File: config.mk
export PLATFORM = sky130hd
export DESIGN_NAME = blowfish128_arbiter_flat
export DESIGN_NICKNAME = d
export VERILOG_FILES = /design/src/rtl/blowfish128_pkg.sv /design/src/rtl/blowfish128_arbiter_if.sv /design/src/rtl/blowfish128_rr_arb.sv /design/src/rtl/blowfish128_arbiter.sv /design/src/flat_wrapper.sv
export SDC_FILE = /design/constraint.sdc
export NUM_CORES = 1
export LEC_CHECK = 0
export ABC_AREA = 1
export ABC_CLOCK_PERIOD_IN_PS = 2200
export CAP_MARGIN = 30
export CORE_AREA = 2 2 258 260
export DETAILED_ROUTE_END_ITERATION = 10
export DIE_AREA = 0 0 260 262
export PLACE_DENSITY = 0.43
export SLEW_MARGIN = 10
export SYNTH_ARGS = -nofsm -noshare
export SYNTH_HDL_FRONTEND = slang
export SYNTH_HIERARCHICAL = 1
export SYNTH_SLANG_ARGS = --single-unit
File: constraint.sdc
create_clock -name Clk -period 2.2 [get_ports Clk]
set_input_delay 0.44 -clock Clk [delete_from_list [all_inputs] [get_ports Clk]]
set_output_delay 0.44 -clock Clk [all_outputs]
set_load 0.02 [all_outputs]
File: src/rtl/blowfish128_pkg.sv
// Shared constants and state encoding for the Blowfish-128 engine front-end.
package blowfish128_pkg;

    localparam int BLOCK_W = 128;
    localparam int WD_W    = 16;

    typedef enum logic [1:0] {
        ST_IDLE = 2'd0,
        ST_RUN  = 2'd1,
        ST_RESP = 2'd2
    } state_e;

endpackage

File: src/rtl/blowfish128_arbiter_if.sv
// Client, response and engine-side signal bundle of the Blowfish-128 arbiter.
interface blowfish128_arbiter_if;
    import blowfish128_pkg::*;

    logic               req0_valid;
    logic               req0_ready;
    logic               req0_encrypt;
    logic [BLOCK_W-1:0] req0_data;

    logic               req1_valid;
    logic               req1_ready;
    logic               req1_encrypt;
    logic [BLOCK_W-1:0] req1_data;

    logic               rsp_valid;
    logic               rsp_ready;
    logic               rsp_id;
    logic               rsp_err;
    logic [BLOCK_W-1:0] rsp_data;

    logic               eng_enable;
    logic               eng_encrypt;
    logic [BLOCK_W-1:0] eng_plaintext;
    logic [BLOCK_W-1:0] eng_ciphertext;
    logic               eng_ready;

    logic               busy;

    // The arbiter itself connects through the slave view.
    modport slave (
        input  req0_valid, req0_encrypt, req0_data,
        input  req1_valid, req1_encrypt, req1_data,
        input  rsp_ready, eng_ciphertext, eng_ready,
        output req0_ready, req1_ready,
        output rsp_valid, rsp_id, rsp_err, rsp_data,
        output eng_enable, eng_encrypt, eng_plaintext, busy
    );

    modport master (
        output req0_valid, req0_encrypt, req0_data,
        output req1_valid, req1_encrypt, req1_data,
        output rsp_ready, eng_ciphertext, eng_ready,
        input  req0_ready, req1_ready,
        input  rsp_valid, rsp_id, rsp_err, rsp_data,
        input  eng_enable, eng_encrypt, eng_plaintext, busy
    );

endinterface

File: src/rtl/blowfish128_rr_arb.sv
// Combinational two-way round-robin picker: one-hot grant over the valid
// requesters, favouring the one that did not win last time.
module blowfish128_rr_arb (
    input  logic [1:0] valid_i,
    input  logic       last_grant_i,
    output logic [1:0] grant_o
);

    always_comb begin
        grant_o = 2'b00;
        case (valid_i)
            2'b01:   grant_o = 2'b01;
            2'b10:   grant_o = 2'b10;
            2'b11:   grant_o = last_grant_i ? 2'b01 : 2'b10;
            default: grant_o = 2'b00;
        endcase
    end

endmodule

File: src/rtl/blowfish128_arbiter.sv
// Shares one Blowfish-128 engine between two requesters: round-robin accept,
// single engine run bounded by a watchdog, tagged response with backpressure.
module blowfish128_arbiter
    import blowfish128_pkg::*;
#(
    parameter int TIMEOUT_CYCLES = 4096
) (
    input  logic                   Clk,
    input  logic                   RstN,
    blowfish128_arbiter_if.slave   bus
);

    localparam logic [WD_W-1:0] WD_LIMIT = WD_W'(TIMEOUT_CYCLES - 1);

    state_e             state_q, state_d;
    logic               lastGrant_q, lastGrant_d;
    logic [WD_W-1:0]    wdCount_q, wdCount_d;
    logic               jobEnc_q, jobEnc_d;
    logic               jobId_q, jobId_d;
    logic [BLOCK_W-1:0] jobData_q, jobData_d;
    logic               rspErr_q, rspErr_d;
    logic [BLOCK_W-1:0] rspData_q, rspData_d;

    logic [1:0]         grant;
    logic               accept;
    logic               wdExpired;

    blowfish128_rr_arb u_rr_arb (
        .valid_i      ({bus.req1_valid, bus.req0_valid}),
        .last_grant_i (lastGrant_q),
        .grant_o      (grant)
    );

    assign accept    = (state_q == ST_IDLE) && (grant != 2'b00);
    assign wdExpired = (wdCount_q == WD_LIMIT);

    always_ff @(posedge Clk or negedge RstN) begin
        if (!RstN) begin
            state_q <= ST_IDLE;
        end else begin
            state_q <= state_d;
        end
    end

    // eng_ready takes priority over an expiring watchdog in the same cycle.
    always_comb begin
        state_d = state_q;
        case (state_q)
            ST_IDLE: if (accept) state_d = ST_RUN;
            ST_RUN:  if (bus.eng_ready || wdExpired) state_d = ST_RESP;
            ST_RESP: if (bus.rsp_ready) state_d = ST_IDLE;
            default: state_d = ST_IDLE;
        endcase
    end

    always_comb begin
        lastGrant_d = lastGrant_q;
        wdCount_d   = wdCount_q;
        jobEnc_d    = jobEnc_q;
        jobId_d     = jobId_q;
        jobData_d   = jobData_q;
        rspErr_d    = rspErr_q;
        rspData_d   = rspData_q;

        if (accept) begin
            jobId_d     = grant[1];
            jobEnc_d    = grant[1] ? bus.req1_encrypt : bus.req0_encrypt;
            jobData_d   = grant[1] ? bus.req1_data    : bus.req0_data;
            lastGrant_d = grant[1];
            wdCount_d   = '0;
        end

        if (state_q == ST_RUN) begin
            wdCount_d = wdCount_q + WD_W'(1);
            if (bus.eng_ready) begin
                rspData_d = bus.eng_ciphertext;
                rspErr_d  = 1'b0;
            end else if (wdExpired) begin
                rspData_d = '0;
                rspErr_d  = 1'b1;
            end
        end
    end

    // Last grant resets to requester 1 so requester 0 wins the first contention.
    always_ff @(posedge Clk or negedge RstN) begin
        if (!RstN) begin
            lastGrant_q <= 1'b1;
            wdCount_q   <= '0;
            jobEnc_q    <= 1'b0;
            jobId_q     <= 1'b0;
            jobData_q   <= '0;
            rspErr_q    <= 1'b0;
            rspData_q   <= '0;
        end else begin
            lastGrant_q <= lastGrant_d;
            wdCount_q   <= wdCount_d;
            jobEnc_q    <= jobEnc_d;
            jobId_q     <= jobId_d;
            jobData_q   <= jobData_d;
            rspErr_q    <= rspErr_d;
            rspData_q   <= rspData_d;
        end
    end

    always_comb begin
        bus.req0_ready    = (state_q == ST_IDLE) && grant[0];
        bus.req1_ready    = (state_q == ST_IDLE) && grant[1];
        bus.rsp_valid     = (state_q == ST_RESP);
        bus.rsp_id        = jobId_q;
        bus.rsp_err       = rspErr_q;
        bus.rsp_data      = rspData_q;
        bus.eng_enable    = (state_q == ST_RUN);
        bus.eng_encrypt   = jobEnc_q;
        bus.eng_plaintext = jobData_q;
        bus.busy          = (state_q != ST_IDLE);
    end

endmodule

File: src/flat_wrapper.sv
// flat-port wrapper written by rule: the top's interface ports become plain ports
module blowfish128_arbiter_flat import blowfish128_pkg::*;
#(
    parameter int TIMEOUT_CYCLES = 4096
)
  (Clk, RstN, bus_req0_valid, bus_req0_encrypt, bus_req0_data, bus_req1_valid, bus_req1_encrypt, bus_req1_data, bus_rsp_ready, bus_eng_ciphertext, bus_eng_ready, bus_req0_ready, bus_req1_ready, bus_rsp_valid, bus_rsp_id, bus_rsp_err, bus_rsp_data, bus_eng_enable, bus_eng_encrypt, bus_eng_plaintext, bus_busy);
  blowfish128_arbiter_if bus_i ();
  input  logic Clk;
  input  logic RstN;
  input wire logic [$bits(bus_i.req0_valid)-1:0] bus_req0_valid;
  input wire logic [$bits(bus_i.req0_encrypt)-1:0] bus_req0_encrypt;
  input wire logic [$bits(bus_i.req0_data)-1:0] bus_req0_data;
  input wire logic [$bits(bus_i.req1_valid)-1:0] bus_req1_valid;
  input wire logic [$bits(bus_i.req1_encrypt)-1:0] bus_req1_encrypt;
  input wire logic [$bits(bus_i.req1_data)-1:0] bus_req1_data;
  input wire logic [$bits(bus_i.rsp_ready)-1:0] bus_rsp_ready;
  input wire logic [$bits(bus_i.eng_ciphertext)-1:0] bus_eng_ciphertext;
  input wire logic [$bits(bus_i.eng_ready)-1:0] bus_eng_ready;
  output wire logic [$bits(bus_i.req0_ready)-1:0] bus_req0_ready;
  output wire logic [$bits(bus_i.req1_ready)-1:0] bus_req1_ready;
  output wire logic [$bits(bus_i.rsp_valid)-1:0] bus_rsp_valid;
  output wire logic [$bits(bus_i.rsp_id)-1:0] bus_rsp_id;
  output wire logic [$bits(bus_i.rsp_err)-1:0] bus_rsp_err;
  output wire logic [$bits(bus_i.rsp_data)-1:0] bus_rsp_data;
  output wire logic [$bits(bus_i.eng_enable)-1:0] bus_eng_enable;
  output wire logic [$bits(bus_i.eng_encrypt)-1:0] bus_eng_encrypt;
  output wire logic [$bits(bus_i.eng_plaintext)-1:0] bus_eng_plaintext;
  output wire logic [$bits(bus_i.busy)-1:0] bus_busy;
  assign bus_i.req0_valid = bus_req0_valid;
  assign bus_i.req0_encrypt = bus_req0_encrypt;
  assign bus_i.req0_data = bus_req0_data;
  assign bus_i.req1_valid = bus_req1_valid;
  assign bus_i.req1_encrypt = bus_req1_encrypt;
  assign bus_i.req1_data = bus_req1_data;
  assign bus_i.rsp_ready = bus_rsp_ready;
  assign bus_i.eng_ciphertext = bus_eng_ciphertext;
  assign bus_i.eng_ready = bus_eng_ready;
  assign bus_req0_ready = bus_i.req0_ready;
  assign bus_req1_ready = bus_i.req1_ready;
  assign bus_rsp_valid = bus_i.rsp_valid;
  assign bus_rsp_id = bus_i.rsp_id;
  assign bus_rsp_err = bus_i.rsp_err;
  assign bus_rsp_data = bus_i.rsp_data;
  assign bus_eng_enable = bus_i.eng_enable;
  assign bus_eng_encrypt = bus_i.eng_encrypt;
  assign bus_eng_plaintext = bus_i.eng_plaintext;
  assign bus_busy = bus_i.busy;
  blowfish128_arbiter #(.TIMEOUT_CYCLES(TIMEOUT_CYCLES)) u_core (.Clk(Clk), .RstN(RstN), .bus(bus_i));
endmodule
Yosys cells after proc, flatten, opt, wreduce, memory -nomap -nowiden

Cells that the tools add are included.

Flip-flop bits (word level): 278
Bits of input ports: 392
Output and inout port bits: 264
Logic and storage cells: 43

Add/sub/neg operators: 1
Eq/ne operators: 9
Multiplexer cells: 14
Reduce and logical (&&, ||, !) cells: 11

Operators with widths:

| operator                | count |
|---|---|
| $mux W128               | 3 |
| $mux W16                | 2 |
| $add A16 B1 Y16 const B | 1 |
| $eq A16 B12 Y1 const B  | 1 |
| $pmux W2 S3             | 2 |
| $mux W2                 | 4 |
| $reduce_bool A2 Y1      | 4 |
| $eq A2 B2 Y1 const B    | 3 |
| $eq A2 B1 Y1 const B    | 2 |
| $ne A2 B1 Y1 const B    | 2 |
| $logic_and A1 B1 Y1     | 3 |
| $mux W1                 | 3 |
| $reduce_and A3 Y1       | 1 |
| $logic_not A2 Y1        | 1 |
| $ne A2 B2 Y1 const B    | 1 |
| $reduce_and A2 Y1       | 1 |
| $logic_or A1 B1 Y1      | 1 |

Longest topological paths before layout

Gate-level depths: netlist (run 1).

Word-level depth: 6
Gate-level depth with buffers: 12
Gate-level depth less buffers: 10

By module

The synthesis (run 1) kept the hierarchy.

By module, submodules not included:

| module              | times used | cells an instance | area an instance (µm²) |
|---|---|---|---|
| blowfish128_arbiter | 1          | 1,412             | 11,733.8 |
| blowfish128_rr_arb  | 1          | 5                 | 21.3 |

Worst setup path after synthesis (run 1)

Ideal clock, no wire load.

Path type: input port to output port
Start: input port bus_req1_valid
End: output port bus_req1_ready
Arrival time: 1.332 ns
Slack: 0.428 ns
Cell stages on the path: 5
Cell sequence: inv_1 -> a21oi_1 -> inv_2 -> clkbuf_1 -> nor2_1

Longest elaborated chain between the ends: 3
Elaborated cells between the ends (all ways): 5
Those cells by class: 3 x eq/ne; 1 x mux; 1 x reduce/logical

Ends and longest elaborated chain:

| what                                                | RTL line                   | source |
|---|---|---|
| start, declared                                     | flat_wrapper.sv:13         | `input wire logic [$bits(bus_i.req1_valid)-1:0] bus_req1_valid;` |
| $eq A2 B2 Y1 / $eq A2 B1 Y1 (equally long branches) | blowfish128_rr_arb.sv:11   | `case (valid_i)` |
| $pmux W2 S3 (*)                                     | blowfish128_rr_arb.sv:11   |  |
| named net u_core.grant[1]                           | blowfish128_arbiter.sv:24  | `logic [1:0] grant;` |
| $logic_and A1 B1 Y1 (*)                             | blowfish128_arbiter.sv:108 | `bus.req1_ready = (state_q == ST_IDLE) && grant[1];` |
| end, declared                                       | flat_wrapper.sv:20         | `output wire logic [$bits(bus_i.req1_ready)-1:0] bus_req1_ready;` |

The timed path passes the listed nets; every way through them passes the cells marked *.

Worst setup path in the final report (run 1)

Same ends and word-level chain as after synthesis.

==> results.json, run 1 <==
{
  "yosysSeqAreaShare_pct": 59.2,
  "synth_area_per_cell_um2": 8.30,
  "fin_crit_ps": 2100,
  "routed-via-count": 12100,
  "hold_viol": 0,
  "n_fill_cell": 6893,
  "cts_buffers": 36,
  "ios": 656,
  "synth_warnings": 6,
  "p_seq_share_pct": 30.4,
  "port_buffers": 655,
  "syn_to_final_growth_pct": 77.2,
  "clock_latency_ps": 530,
  "final_core_util_pct": 31.9,
  "clockBufferDepth": 3,
  "rsz0062_at_grt": "no",
  "start_kind": "input pin",
  "die_w_um": 260,
  "wire_per_inst_um": 17.9,
  "power.total_mw": 29.3,
  "setup-violations-final": 0,
  "synthCells": 1417,
  "place_hpwl_um": 40900,
  "hp-class": "input pin to register",
  "cts_setup_buffers": 0,
  "p_sw_share_pct": 40.0,
  "nets": 2480,
  "firstDrtPassIters": 5,
  "grt_max_degree": 126,
  "ys_types": 25,
  "antenna_left": 0,
  "layout.area.seq_mm2": 0.00696,
  "grt-ovfl-total": 0,
  "drcViolationCount": 0,
  "multi_input_area_mm2": 0.00428,
  "worstPathArrival_ps": 1660,
  "rr_worst_depth": 6,
  "syn_nets": 1810,
  "cts_tree": "done",
  "rrSetupSlack_ps": 250,
  "p_clk_share_pct": 19.9,
  "die_h_um": 262,
  "drive_gt1_share_pct": 6.06,
  "power_leakage_nw": 9.22,
  "fp.dieArea_mm2": 0.0681,
  "core.rowCount": 94,
  "place_congestion": 0.866,
  "grt_pass1_vias": 12400,
  "cts.sink_count": 278,
  "dpl_cell_area_mm2": 0.0196,
  "p_comb_share_pct": 49.7,
  "critPathRequiredTime_ps": 1760,
  "regToRegStartpoint": "u_core/lastGrant_q",
  "post-route-period-util_pct": 95.5,
  "status": "finished, final reports clean",
  "timing.fmax_mhz": 476,
  "core_area_mm2": 0.0653,
  "syn-cell-area_mm2": 0.0118,
  "switching_power_mw": 11.7,
  "ys_seq_elements": 278,
  "antenna_found_initial": 10,
  "endpoint_kind": "output port",
  "drt_iter0_drc": 559,
  "internal_power_mw": 17.6,
  "worstHoldEndpoint": "u_core/bus.rsp_data[123]",
  "min_from": "bus_eng_ciphertext[123]",
  "max_cap_viol_count": 0,
  "grt_pass1_wl_um": 78300,
  "wirelength_um": 53400,
  "vdd_drop_max_mv": 0.609,
  "rr_endpoint": "u_core/bus.eng_plaintext[112]",
  "vias_per_cell": 4.04,
  "path_clk_slew_ps": 50,
  "grt_usage_pct": 15.0,
  "path_class": "input pin to output port",
  "power_density_mw_per_mm2": 1410,
  "design_area_mm2": 0.0208,
  "root_buffer": "clkbuf_16",
  "fin_skew_ps": 17.6,
  "h-tree-depth": 2,
  "slew_viol_final": 0,
  "initial_utilization_pct": 18.0,
  "tightest_slew_ps": 772,
  "hold_depth": 3,
  "cp_max_fo": 2,
  "maxSlewHeadroom_pct": 48.5
}
==> placed cells by master (no fill, tap or decap), types with 2 or more instances in the layout <==
cell type,synthesis,routed
a21oi_1,4,3
a21oi_4,0,2
a31oi_1,129,129
buf_12,0,15
buf_4,2,47
clkbuf_1,37,10
clkbuf_16,0,38
clkbuf_8,0,10
clkdlybuf4s50_1,0,649
clkinv_2,0,3
clkinvlp_4,0,2
dfrtp_1,277,277
diode_2,0,5
dlygate4sd2_1,0,3
inv_1,26,26
inv_2,4,3
nand2_1,702,701
nand3_1,17,17
nand4_1,3,3
nor2_1,150,149
o21ai_0,9,9
==> sequential cells by signal, summed over array words and instances (netlist names) <==
| register | flops |
|---|---|
| u_core/wdCount_q | 16 |
| u_core/bus.rsp_id | 1 |
| u_core/bus.rsp_err | 1 |
| u_core/state_q | 2 |
| u_core/bus.eng_plaintext | 128 |
| u_core/bus.rsp_data | 128 |
| u_core/bus.eng_encrypt | 1 |
| u_core/lastGrant_q | 1 |
==> layer usage <==
metal / GRT usage, % / part of all wire [%] / wire length, um
met2: 25.9 / 49 / 26100
met3: 6.36 / 10 / 5480
met4: 3.56 / 1.6 / 865
met5: 0 / 0.14 / 76
met1: 17.1 / 39 / 20800
==> cells in the mapped netlist (all sizes together) <==
cell | n | share of area (%)
o21ai | 9 | 0.38
a21oi | 5 | 0.24
nand2 | 702 | 22
nand4 | 3 | 0.16
o22ai | 1 | 0.053
and2 | 2 | 0.11
dfrtp | 277 | 59
nand3 | 17 | 0.72
nor3 | 1 | 0.043
buf | 49 | 2.6
nor2 | 151 | 4.8
inv | 30 | 0.96
a31oi | 129 | 6.9
ha | 1 | 0.11
a22o | 1 | 0.075
dfstp | 1 | 0.22
o21bai | 1 | 0.064
clkbuf | 37 | 1.2
==> cells by family after synthesis <==
kind of cell    count (synthesis)  share of synthesized area, %
buf+inv                       116                          4.73
compound gates                146                          7.68
flops                         278                          59.2
simple gates                  876                          28.3
fa+ha+maj                       1                         0.106
==> layout make-up <==
type	count	area share (%)
repair buffers	718	34.6
multi-input cells	1023	20.5
clock inverters	6	0.222
diodes	5	0.0601
inverters	30	0.553
clock buffers	58	5.41
flip-flops and latches	278	33.4
well taps	864	5.19
==> per-stage QoR <==
step           setup WS (ps)  setup TNS (ps)  cells  hold WS, ps
2_1_floorplan            428               0   1417          144
3_3_place_gp            -209          -13480   2912          453
3_5_place_dp            -206          -13160   2912          458
4_1_cts                 12.9               0   2977          391
5_1_grt                 12.4               0   2978          412
6_report                98.3               0   2982          445
==> critical path: stages <==
cell             delay, ps
clkdlybuf4s50_1        480
inv_1                   80
a21oi_4                150
inv_4                   40
nor2_1                 140
clkdlybuf4s15_1        330
==> how the worst max path moves through the flow <==
| stage | from | end | cells past startpoint |
|---|---|---|---|
| after floorplan | bus_req1_valid | bus_req1_ready | 5 |
| after global placement | bus_req1_valid | bus_req1_ready | 6 |
| after detailed placement | bus_req1_valid | bus_req1_ready | 6 |
| after CTS | u_core/lastGrant_q | bus_req0_ready | 5 |
| after global routing | bus_req1_valid | bus_req1_ready | 6 |
| final | bus_req1_valid | bus_req1_ready | 6 |
==> power by group through the flow <==
stage	Combinational, mW	Sequential (mW)	Clock, mW
2_1_floorplan	4.15	11.7	0
3_3_place_gp	14.8	8.93	0
3_5_place_dp	14.8	8.98	0
4_1_cts	14.8	8.96	6.12
5_1_grt	15.8	9.26	6.31
6_report	14.6	8.93	5.83
==> repair_timing <==
action / CTS / global route
setup endpoints to repair: 5 / 2
pin swaps: 0 / 0
hold buffers: 1 / 0
endpoints found under the hold margin: 45 / 0
gates resized for setup: 7 / 2
gates cloned: 0 / 0
No activity file was read; power rests on OpenSTA's default activity.
==> run 2, diff against run 1 <==
GPL_ROUTABILITY_DRIVEN = 0   (was default)
SKIP_CTS_REPAIR_TIMING = 1   (was default)
==> results.json, run 2 (synthesis gave the netlist of run 1 again) <==
{
  "vias_per_cell": 4.05,
  "design_area_mm2": 0.0209,
  "port_buffers": 655,
  "maxSlewHeadroom_pct": 50.0,
  "critPathSlowestCell": "clkdlybuf4s50_1",
  "min_from": "bus_eng_ciphertext[123]",
  "endpoint_kind": "output port",
  "grt_pass1_vias": 12400,
  "root_buffer": "clkbuf_16",
  "grt_pass1_wl_um": 78200,
  "routed-via-count": 12100,
  "drive_gt1_share_pct": 6.01,
  "p_seq_share_pct": 30.4,
  "critPathRequiredTime_ps": 1760,
  "final_core_util_pct": 31.9,
  "h-tree-depth": 2,
  "antenna_left": 0,
  "power_leakage_nw": 9.28,
  "core.rowCount": 94,
  "power_density_mw_per_mm2": 1410,
  "status": "finished, final reports clean",
  "post-route-period-util_pct": 95.3,
  "dp_slack_ps": -206,
  "p_sw_share_pct": 40.0,
  "internal_power_mw": 17.6,
  "rsz0062_at_grt": "no",
  "worst-path-buf-inv": 1,
  "layout_setup_ws_ps": 103,
  "cp_max_fo": 2,
  "ios": 656,
  "drt_iter0_drc": 547,
  "nets": 2480,
  "rr_endpoint": "u_core/bus.eng_plaintext[112]",
  "crit_cells": 1,
  "grt_usage_pct": 15.0,
  "timing.fmax_mhz": 477,
  "path_class": "register to output port",
  "initial_utilization_pct": 18.0,
  "die_w_um": 260,
  "final_cells": 2982,
  "grt_max_degree": 126,
  "syn_to_final_growth_pct": 77.4,
  "hp-class": "input pin to register",
  "cts.sink_count": 278,
  "hold_viol": 0,
  "p_clk_share_pct": 19.8,
  "place_hpwl_um": 40900,
  "crit_start": "u_core/bus.eng_plaintext[94]",
  "rr_worst_depth": 6,
  "fp.dieArea_mm2": 0.0681,
  "final_cell_mix": "nand2_1 (701), clkdlybuf4s50_1 (649), dfrtp_1 (277), nor2_1 (149), a31oi_1 (129)",
  "vdd_drop_max_mv": 0.608,
  "wire_per_inst_um": 17.9,
  "core_area_mm2": 0.0653,
  "drcViolationCount": 0,
  "p_comb_share_pct": 49.7,
  "cts_tree": "done",
  "tightest_slew_ps": 750,
  "cpPeakStageDelay_ps": 770,
  "fin_crit_ps": 2100,
  "firstDrtPassIters": 6,
  "worstPathArrival_ps": 1660,
  "clockBufferDepth": 3,
  "grt-ovfl-total": 0,
  "fin_skew_ps": 17.4,
  "hold_depth": 3,
  "die_h_um": 262,
  "path_cells": "clkdlybuf4s50_1",
  "switching_power_mw": 11.7,
  "path_clk_slew_ps": 50,
  "max_cap_viol_count": 0,
  "path_delay_family": "buffers and inverters",
  "wirelength_um": 53200,
  "dpl_cell_area_mm2": 0.0196,
  "cts_buffers": 36,
  "setup-violations-final": 0,
  "regToRegStartpoint": "u_core/lastGrant_q",
  "antenna_found_initial": 10,
  "cp-endpoint": "bus_eng_plaintext[94]",
  "clock_latency_ps": 530,
  "start_kind": "register",
  "rrSetupSlack_ps": 240,
  "mostFrequentLayoutCell": "nand2_1",
  "place_inst": 2912,
  "slew_viol_final": 0
}
[run 2: per-stage QoR]
step | power, mW | setup TNS [ps] | hold WS (ps)
after floorplan | 15.8 | 0 | 144
after global placement | 23.7 | -13480 | 453
after detailed placement | 23.8 | -13160 | 458
after CTS | 29.9 | -714 | -124
after global routing | 31.4 | 0 | 412
final | 29.4 | 0 | 445
[run 2: worst min path at each step]
stage,endpoint
2_1_floorplan,u_core/bus.eng_encrypt
6_report,u_core/bus.rsp_data[123]
4_1_cts,u_core/bus.rsp_data[121]
5_1_grt,u_core/bus.rsp_data[117]
3_3_place_gp,u_core/bus.rsp_data[21]
3_5_place_dp,u_core/bus.rsp_data[87]
[run 2: power groups by stage]
stage | logic (mW) | clock network [mW] | registers (mW)
after floorplan | 4.15 | 0 | 11.7
after global placement | 14.8 | 0 | 8.93
after detailed placement | 14.8 | 0 | 8.98
after CTS | 14.8 | 6.12 | 8.96
after global routing | 15.8 | 6.31 | 9.26
final | 14.6 | 5.82 | 8.93
[run 2: routing by layer]
| metal | global-route usage (%) | wire length [um] | vias to the layer above |
|---|---|---|---|
| met3 | 6.36 | 5560 | 65 |
| met5 | 0 | 76 | - |
| met4 | 3.56 | 868 | 12 |
| met1 | 17.1 | 20600 | 5654 |
| li1 | - | - | 5850 |
| met2 | 25.9 | 26100 | 487 |
[run 2: final cells by class]
type                            count  area (um^2)
Sequential cell                   278         6960
Inverter                           30          115
Tap cell                          864         1080
Clock buffer                       58         1130
Antenna cell                        5         12.5
Fill cell                        6892        44400
Multi-Input combinational cell   1023         4280
Clock inverter                      6         46.3
Timing Repair Buffer              718         7240
